==> config.mk <==
export PLATFORM = sky130hd
export DESIGN_NAME = exe_stage_unit
export DESIGN_NICKNAME = d
export VERILOG_FILES = /design/src/rtl/exe_stage_unit.sv
export SDC_FILE = /design/constraint.sdc
export NUM_CORES = 1
export LEC_CHECK = 0
export ABC_AREA = 1
export ABC_CLOCK_PERIOD_IN_PS = 3380
export CAP_MARGIN = 20
export CORE_UTILIZATION = 45
export DETAILED_ROUTE_END_ITERATION = 12
export DONT_BUFFER_PORTS = 1
export GPL_TIMING_DRIVEN = 1
export PLACE_DENSITY = 0.62
export SYNTH_ARGS = -nofsm -noshare
export SYNTH_HDL_FRONTEND = slang
export SYNTH_SLANG_ARGS = --single-unit
export TNS_END_PERCENT = 20
==> constraint.sdc <==
create_clock -name clk -period 3.38 [get_ports clk]
set_input_delay 0.169 -clock clk [delete_from_list [all_inputs] [get_ports clk]]
set_output_delay 0.169 -clock clk [all_outputs]
set_load 0.05 [all_outputs]
==> src/rtl/exe_stage_unit.sv <==
// Execute stage: operand-2 generation, ALU, NZCV status register, branch target, EX/MEM register.
// Latency: ALU/branch outputs combinational; EX/MEM register and status_reg update 1 cycle later.
// Backpressure: freeze holds the EX/MEM register and blocks the status update until it drops.
//
// Ports:
//   clk, reset            rising-edge clock, asynchronous active-high reset
//   freeze                memory-wait stall for the EX/MEM register and status_reg
//   exe_cmd, s_in, b_in   ALU op, status-update enable, branch flag from ID/EX
//   mem_r_en_in, mem_w_en_in, wb_en_in   control carried into EX/MEM
//   imm_in, shifter_operand              operand-2 selection and encoding
//   signed_imm_24, pc_in                 branch offset (words) and PC+4
//   val_rn, val_rm, dest_in              operands and destination index
//   status_reg                           registered {N,Z,C,V}, fed back to ID
//   branch_taken, branch_address         combinational branch outputs
//   alu_res, st_val, dest_out, wb_en_out, mem_r_en_out, mem_w_en_out   EX/MEM register

module exe_stage_unit (
  input  logic        clk,
  input  logic        reset,
  input  logic        freeze,
  input  logic [3:0]  exe_cmd,
  input  logic        s_in,
  input  logic        b_in,
  input  logic        mem_r_en_in,
  input  logic        mem_w_en_in,
  input  logic        wb_en_in,
  input  logic        imm_in,
  input  logic [11:0] shifter_operand,
  input  logic [23:0] signed_imm_24,
  input  logic [31:0] pc_in,
  input  logic [31:0] val_rn,
  input  logic [31:0] val_rm,
  input  logic [3:0]  dest_in,
  output logic [3:0]  status_reg,
  output logic        branch_taken,
  output logic [31:0] branch_address,
  output logic [31:0] alu_res,
  output logic [31:0] st_val,
  output logic [3:0]  dest_out,
  output logic        wb_en_out,
  output logic        mem_r_en_out,
  output logic        mem_w_en_out
);

  localparam logic [3:0] CMD_NOP = 4'b0000;
  localparam logic [3:0] CMD_MOV = 4'b0001;
  localparam logic [3:0] CMD_ADD = 4'b0010;
  localparam logic [3:0] CMD_ADC = 4'b0011;
  localparam logic [3:0] CMD_SUB = 4'b0100;
  localparam logic [3:0] CMD_SBC = 4'b0101;
  localparam logic [3:0] CMD_AND = 4'b0110;
  localparam logic [3:0] CMD_ORR = 4'b0111;
  localparam logic [3:0] CMD_EOR = 4'b1000;
  localparam logic [3:0] CMD_MVN = 4'b1001;

  // EX/MEM pipeline register contents
  typedef struct packed {
    logic [31:0] alu_res;
    logic [31:0] st_val;
    logic [3:0]  dest;
    logic        wb_en;
    logic        mem_r_en;
    logic        mem_w_en;
  } ex_mem_t;

  ex_mem_t ex_mem_q;
  ex_mem_t ex_mem_d;

  // ---------------------------------------------------------------------------
  // Operand 2
  // ---------------------------------------------------------------------------
  logic [4:0]  rot_amt;
  logic [31:0] imm_word;
  logic [63:0] imm_dbl;
  logic [31:0] imm_rot;
  logic [4:0]  shift_imm;
  logic [1:0]  shift_type;
  logic [63:0] rm_dbl;
  logic [31:0] rm_shifted;
  logic [31:0] val2;

  assign rot_amt  = {shifter_operand[11:8], 1'b0};
  assign imm_word = {24'b0, shifter_operand[7:0]};
  // Rotate right implemented as a right shift of the doubled word; low half is the result.
  assign imm_dbl  = {imm_word, imm_word} >> rot_amt;
  assign imm_rot  = imm_dbl[31:0];

  assign shift_imm  = shifter_operand[11:7];
  assign shift_type = shifter_operand[6:5];
  assign rm_dbl     = {val_rm, val_rm} >> shift_imm;

  // A zero shift amount leaves val_rm untouched for every shift type (no RRX / #32 forms).
  always_comb begin
    rm_shifted = val_rm;
    case (shift_type)
      2'b00:   rm_shifted = val_rm << shift_imm;
      2'b01:   rm_shifted = val_rm >> shift_imm;
      2'b10:   rm_shifted = $signed(val_rm) >>> shift_imm;
      default: rm_shifted = rm_dbl[31:0];
    endcase
  end

  // Memory ops take the raw 12-bit offset regardless of the I bit.
  always_comb begin
    if (mem_r_en_in || mem_w_en_in) begin
      val2 = {20'b0, shifter_operand};
    end else if (imm_in) begin
      val2 = imm_rot;
    end else begin
      val2 = rm_shifted;
    end
  end

  // ---------------------------------------------------------------------------
  // ALU
  // ---------------------------------------------------------------------------
  logic        c_prev;
  logic        v_prev;
  logic [32:0] alu_sum;
  logic [31:0] alu_out;
  logic [31:0] op_b;
  logic        is_arith;
  logic        carry_out;
  logic        overflow;
  logic [3:0]  flags_next;

  assign c_prev = status_reg[1];
  assign v_prev = status_reg[0];

  // Subtraction is done as Rn + ~Val2 + 1 (or + C for SBC), so the carry-out is
  // directly the NOT-borrow flag and overflow uses the same rule as addition.
  always_comb begin
    alu_sum  = 33'd0;
    op_b     = val2;
    is_arith = 1'b0;
    case (exe_cmd)
      CMD_MOV: alu_sum = {1'b0, val2};
      CMD_MVN: alu_sum = {1'b0, ~val2};
      CMD_ADD: begin
        is_arith = 1'b1;
        alu_sum  = {1'b0, val_rn} + {1'b0, val2};
      end
      CMD_ADC: begin
        is_arith = 1'b1;
        alu_sum  = {1'b0, val_rn} + {1'b0, val2} + {32'b0, c_prev};
      end
      CMD_SUB: begin
        is_arith = 1'b1;
        op_b     = ~val2;
        alu_sum  = {1'b0, val_rn} + {1'b0, ~val2} + 33'd1;
      end
      CMD_SBC: begin
        is_arith = 1'b1;
        op_b     = ~val2;
        alu_sum  = {1'b0, val_rn} + {1'b0, ~val2} + {32'b0, c_prev};
      end
      CMD_AND: alu_sum = {1'b0, val_rn & val2};
      CMD_ORR: alu_sum = {1'b0, val_rn | val2};
      CMD_EOR: alu_sum = {1'b0, val_rn ^ val2};
      default: alu_sum = 33'd0;
    endcase
  end

  assign alu_out   = alu_sum[31:0];
  assign carry_out = alu_sum[32];
  assign overflow  = (val_rn[31] == op_b[31]) && (alu_out[31] != val_rn[31]);

  // Logic and move ops preserve C and V.
  assign flags_next = {alu_out[31],
                       (alu_out == 32'd0),
                       is_arith ? carry_out : c_prev,
                       is_arith ? overflow  : v_prev};

  // ---------------------------------------------------------------------------
  // Branch target
  // ---------------------------------------------------------------------------
  assign branch_taken   = b_in;
  assign branch_address = pc_in + {{6{signed_imm_24[23]}}, signed_imm_24, 2'b00};

  // ---------------------------------------------------------------------------
  // Status register and EX/MEM register
  // ---------------------------------------------------------------------------
  always_comb begin
    ex_mem_d          = '0;
    ex_mem_d.alu_res  = alu_out;
    ex_mem_d.st_val   = val_rm;
    ex_mem_d.dest     = dest_in;
    ex_mem_d.wb_en    = wb_en_in;
    ex_mem_d.mem_r_en = mem_r_en_in;
    ex_mem_d.mem_w_en = mem_w_en_in;
  end

  always_ff @(posedge clk or posedge reset) begin
    if (reset) begin
      ex_mem_q <= '0;
    end else if (!freeze) begin
      ex_mem_q <= ex_mem_d;
    end
  end

  // A frozen instruction is re-presented each cycle; flags commit only on the
  // unfrozen edge, so the update happens exactly once.
  always_ff @(posedge clk or posedge reset) begin
    if (reset) begin
      status_reg <= 4'b0000;
    end else if (s_in && !freeze && (exe_cmd != CMD_NOP)) begin
      status_reg <= flags_next;
    end
  end

  assign alu_res      = ex_mem_q.alu_res;
  assign st_val       = ex_mem_q.st_val;
  assign dest_out     = ex_mem_q.dest;
  assign wb_en_out    = ex_mem_q.wb_en;
  assign mem_r_en_out = ex_mem_q.mem_r_en;
  assign mem_w_en_out = ex_mem_q.mem_w_en;

endmodule

==> impl_results.md <==
* CTS tree: built
* Clock root cell: clkbuf_16
* Post-DP HPWL at 86.4 mm
* Relative slew slack at 27.1%
* DRT antenna net count at 0
* Vias per cell at 5.89
* Post-synthesis mux area share at 0.0995%
* Global Route Usage Sum at 45.7%
* Slowest cell on crit path: ha_4
* Initial antenna violation count at 0
* Worst-Margin Slew at 1090 ps
* Top-Level Pins at 257
* Max clock buf depth at 2
* Worst setup margin at -874 ps
* Placed Cells incl. Taps at 5138
* FF-to-FF path depth at 19
* Largest family of logic cells by synthesized area: simple AND/OR/NAND/NOR gates
* Critical path launch point type: input pin
* Clock sink count at 75
* Post-synth EDFFs at 0
* CP Data Required Time at 3670 ps
* Share of layout cells above drive strength 1 at 39.0%
* Global-route wire length before repair at 158 mm
* Vias in the first global route at 27557
* Max-cap violation count at 0
* Simple-Gate Fraction of Synth Area at 57.4%
* Die footprint at 0.0455 mm²
* Detailed Routing Iterations Pass 1 at 6
* Die Span Y at 213 µm
* Failing checks: negative setup slack
* Fin util at 73.1%
* Largest net degree at the start of global routing at 87
* Hold WC Path Type: input pin to flip-flop
* Later-pin clock latency in the skew report at 350 ps
* Synth Area in Compound Gates at 11.0%
* Htree depth at 3
* CP max FO at 64
* Gp weighted congestion at 1.09
* Cells after Synth at 3914
* Setup violators final at 33
* LEAKAGE at 16.9 nW
* Routed WL at 114 mm
* CP peak stage delay at 260 ps
* CP endpoint kind: flip-flop
* Synth unique cells at 55
* Number of core rows at 77
* Most frequent cells in the layout: 1172 x nand2_1, 819 x buf_4, 463 x nand3_1, 390 x inv_1, 248 x nand2_2
* RSZ-0062 raised after global routing: yes
* WS Path Type: input pin to flip-flop
* Commonest non-fill, non-tap cell in the layout: nand2_1
* Ys async rst share at 100%
* CTS clk-pin slew, worst paths at 60 ps
* Ys Warns at 0
* Final instance area at 0.0323 mm²
* First DRT Iteration DRCs at 4168
* Run status: complete, but fails checks
* Synth area leader: nand2_1
* IO buf count at 0
* Initial core utilization at 45.6%
* Worst Path Arrival at 4540 ps
* Area fraction of the dominant cell type after synthesis at 27.7%
* Avg Cell Area, Syn at 5.14 µm²
* Grt ovf at 0
* Post-synth design cell area at 0.0201 mm²
* WL per Instance at 21.5 µm
* Max IR drop VDD at 354 µV
* Post-Synth XOR/XNOR Area at 1.35%
* Sequential share of the synthesized area at 9.33%
* Tot Pwr at 9.42 mW
* Prevailing post-synth register cell: dfrtp_1
* Num CTS Buffers at 9
* Synth area leaders: nand2_1 28%, nand3_1 16%, dfrtp_1 9.3%
* Sum Neg Setup Slack at -20050 ps
* Layout Cells excl Fill at 5299
* Final max-slew violation count at 0
* Post-Synth Adder-Cell Area at 8.45%
* Tcrit/Tclk final at 126%
* Worst Skew at 3.87 ps
* Residual DRC at 0
* Via count at 31213
* Fin. Hold Viols at 0
* Fmax at 235 MHz
* Area Overhead vs Synth at 60.4%
* Core ar. at 0.0441 mm²
* Post-layout min period at 4250 ps
* Power Density at 292 mW/mm²
* DP Area at 0.0263 mm²
* Hold Crit Depth at 2
* Die Wd at 213 µm
* Flop and latch count out of synthesis at 75
* Syn Nets at 4197
* Final layout net count at 4984
-- synth_stat cells, drive strengths merged, types with 2 or more instances --
library cell,instances
o2111ai,7
o31ai,3
xnor2,7
o21bai,5
dfrtp,75
nor2,366
and2,13
clkinv,11
o211ai,15
xor2,24
inv,462
nand3b,5
a31oi,19
buf,91
clkbuf,60
nor3,31
a211oi,2
ha,131
o22ai,21
nand2,1519
a221oi,20
mux2i,2
a21boi,4
and3,2
or2,3
nand4,49
nand3,678
a21oi,146
o21a,2
o21ai,130
fa,3
-- cell type report --
cell class / count / area, µm²
repair buffers: 924 / 7520
inverters: 473 / 1860
fillers: 3767 / 11900
clock buffers: 11 / 243
flip-flops and latches: 75 / 1880
repair inverters: 2 / 36.3
clock inverters: 5 / 85.1
well taps: 592 / 741
diodes: 1 / 2.50
multi-input cells: 3216 / 19900
-- logic make-up (layout without fill, tap and decap cells) --
family / count (synthesis) / after routing
other cells: 0 / 1
mux: 2 / 2
flops: 75 / 75
simple gates: 2668 / 2669
xor+xnor: 31 / 31
compound gates: 380 / 380
fa+ha+maj: 134 / 134
buf+inv: 624 / 1415
-- per-layer routing --
| layer | vias up | wire length (µm) | part of all wire [%] | GRT usage [%] |
|---|---|---|---|---|
| met5 | - | 0 | 0 | 0 |
| met4 | 0 | 10400 | 9.1 | 30.6 |
| met3 | 678 | 13600 | 12 | 10.2 |
| met2 | 2151 | 48500 | 43 | 72.1 |
| met1 | 14156 | 41600 | 36 | 55.7 |
| li1 | 14228 | - | - | - |
-- power by group --
part           switching (mW)  internal [mW]
combinational            4.12           2.76
sequential              0.476          0.997
clock                   0.399          0.671
-- stage by stage --
| step | worst slack, ps | hold WS [ps] |
|---|---|---|
| after floorplan | -504 | 279 |
| after global placement | -1770 | 274 |
| after detailed placement | -1800 | 275 |
| after CTS | -725 | 55.8 |
| after global routing | -1150 | 61.9 |
| final | -874 | 70.7 |
-- repair_timing --
| action | CTS | global route |
|---|---|---|
| setup buffers | 26 | 70 |
| hold buffers | 41 | 0 |
| endpoints found under the hold margin | 115 | 0 |
| resized for setup | 447 | 637 |
| gates cloned | 4 | 4 |
| pin swaps | 72 | 256 |
| endpoints found under the setup margin | 35 | 37 |
-- critical path: cells and delay by family --
family                   cells  cell delay, ps
adder cells (fa/ha/maj)      1             260
buffers and inverters        9            1180
AO/OA/AOI/OAI                1             160
AND/OR/NAND/NOR             26            2770
-- path summary, 6_finish.rpt --
check,to,startpoint,slack (ps)
max in group asynchronous,st_val[9],reset,2070
min in group asynchronous,alu_res[2],reset,460
max reg2reg,status_reg[2],status_reg[1],680
min reg2reg,st_val[20],st_val[20],780
max,status_reg[2],shifter_operand[9],-870
min,st_val[0],val_rm[0],70
Power figures use the tool's default switching activity.
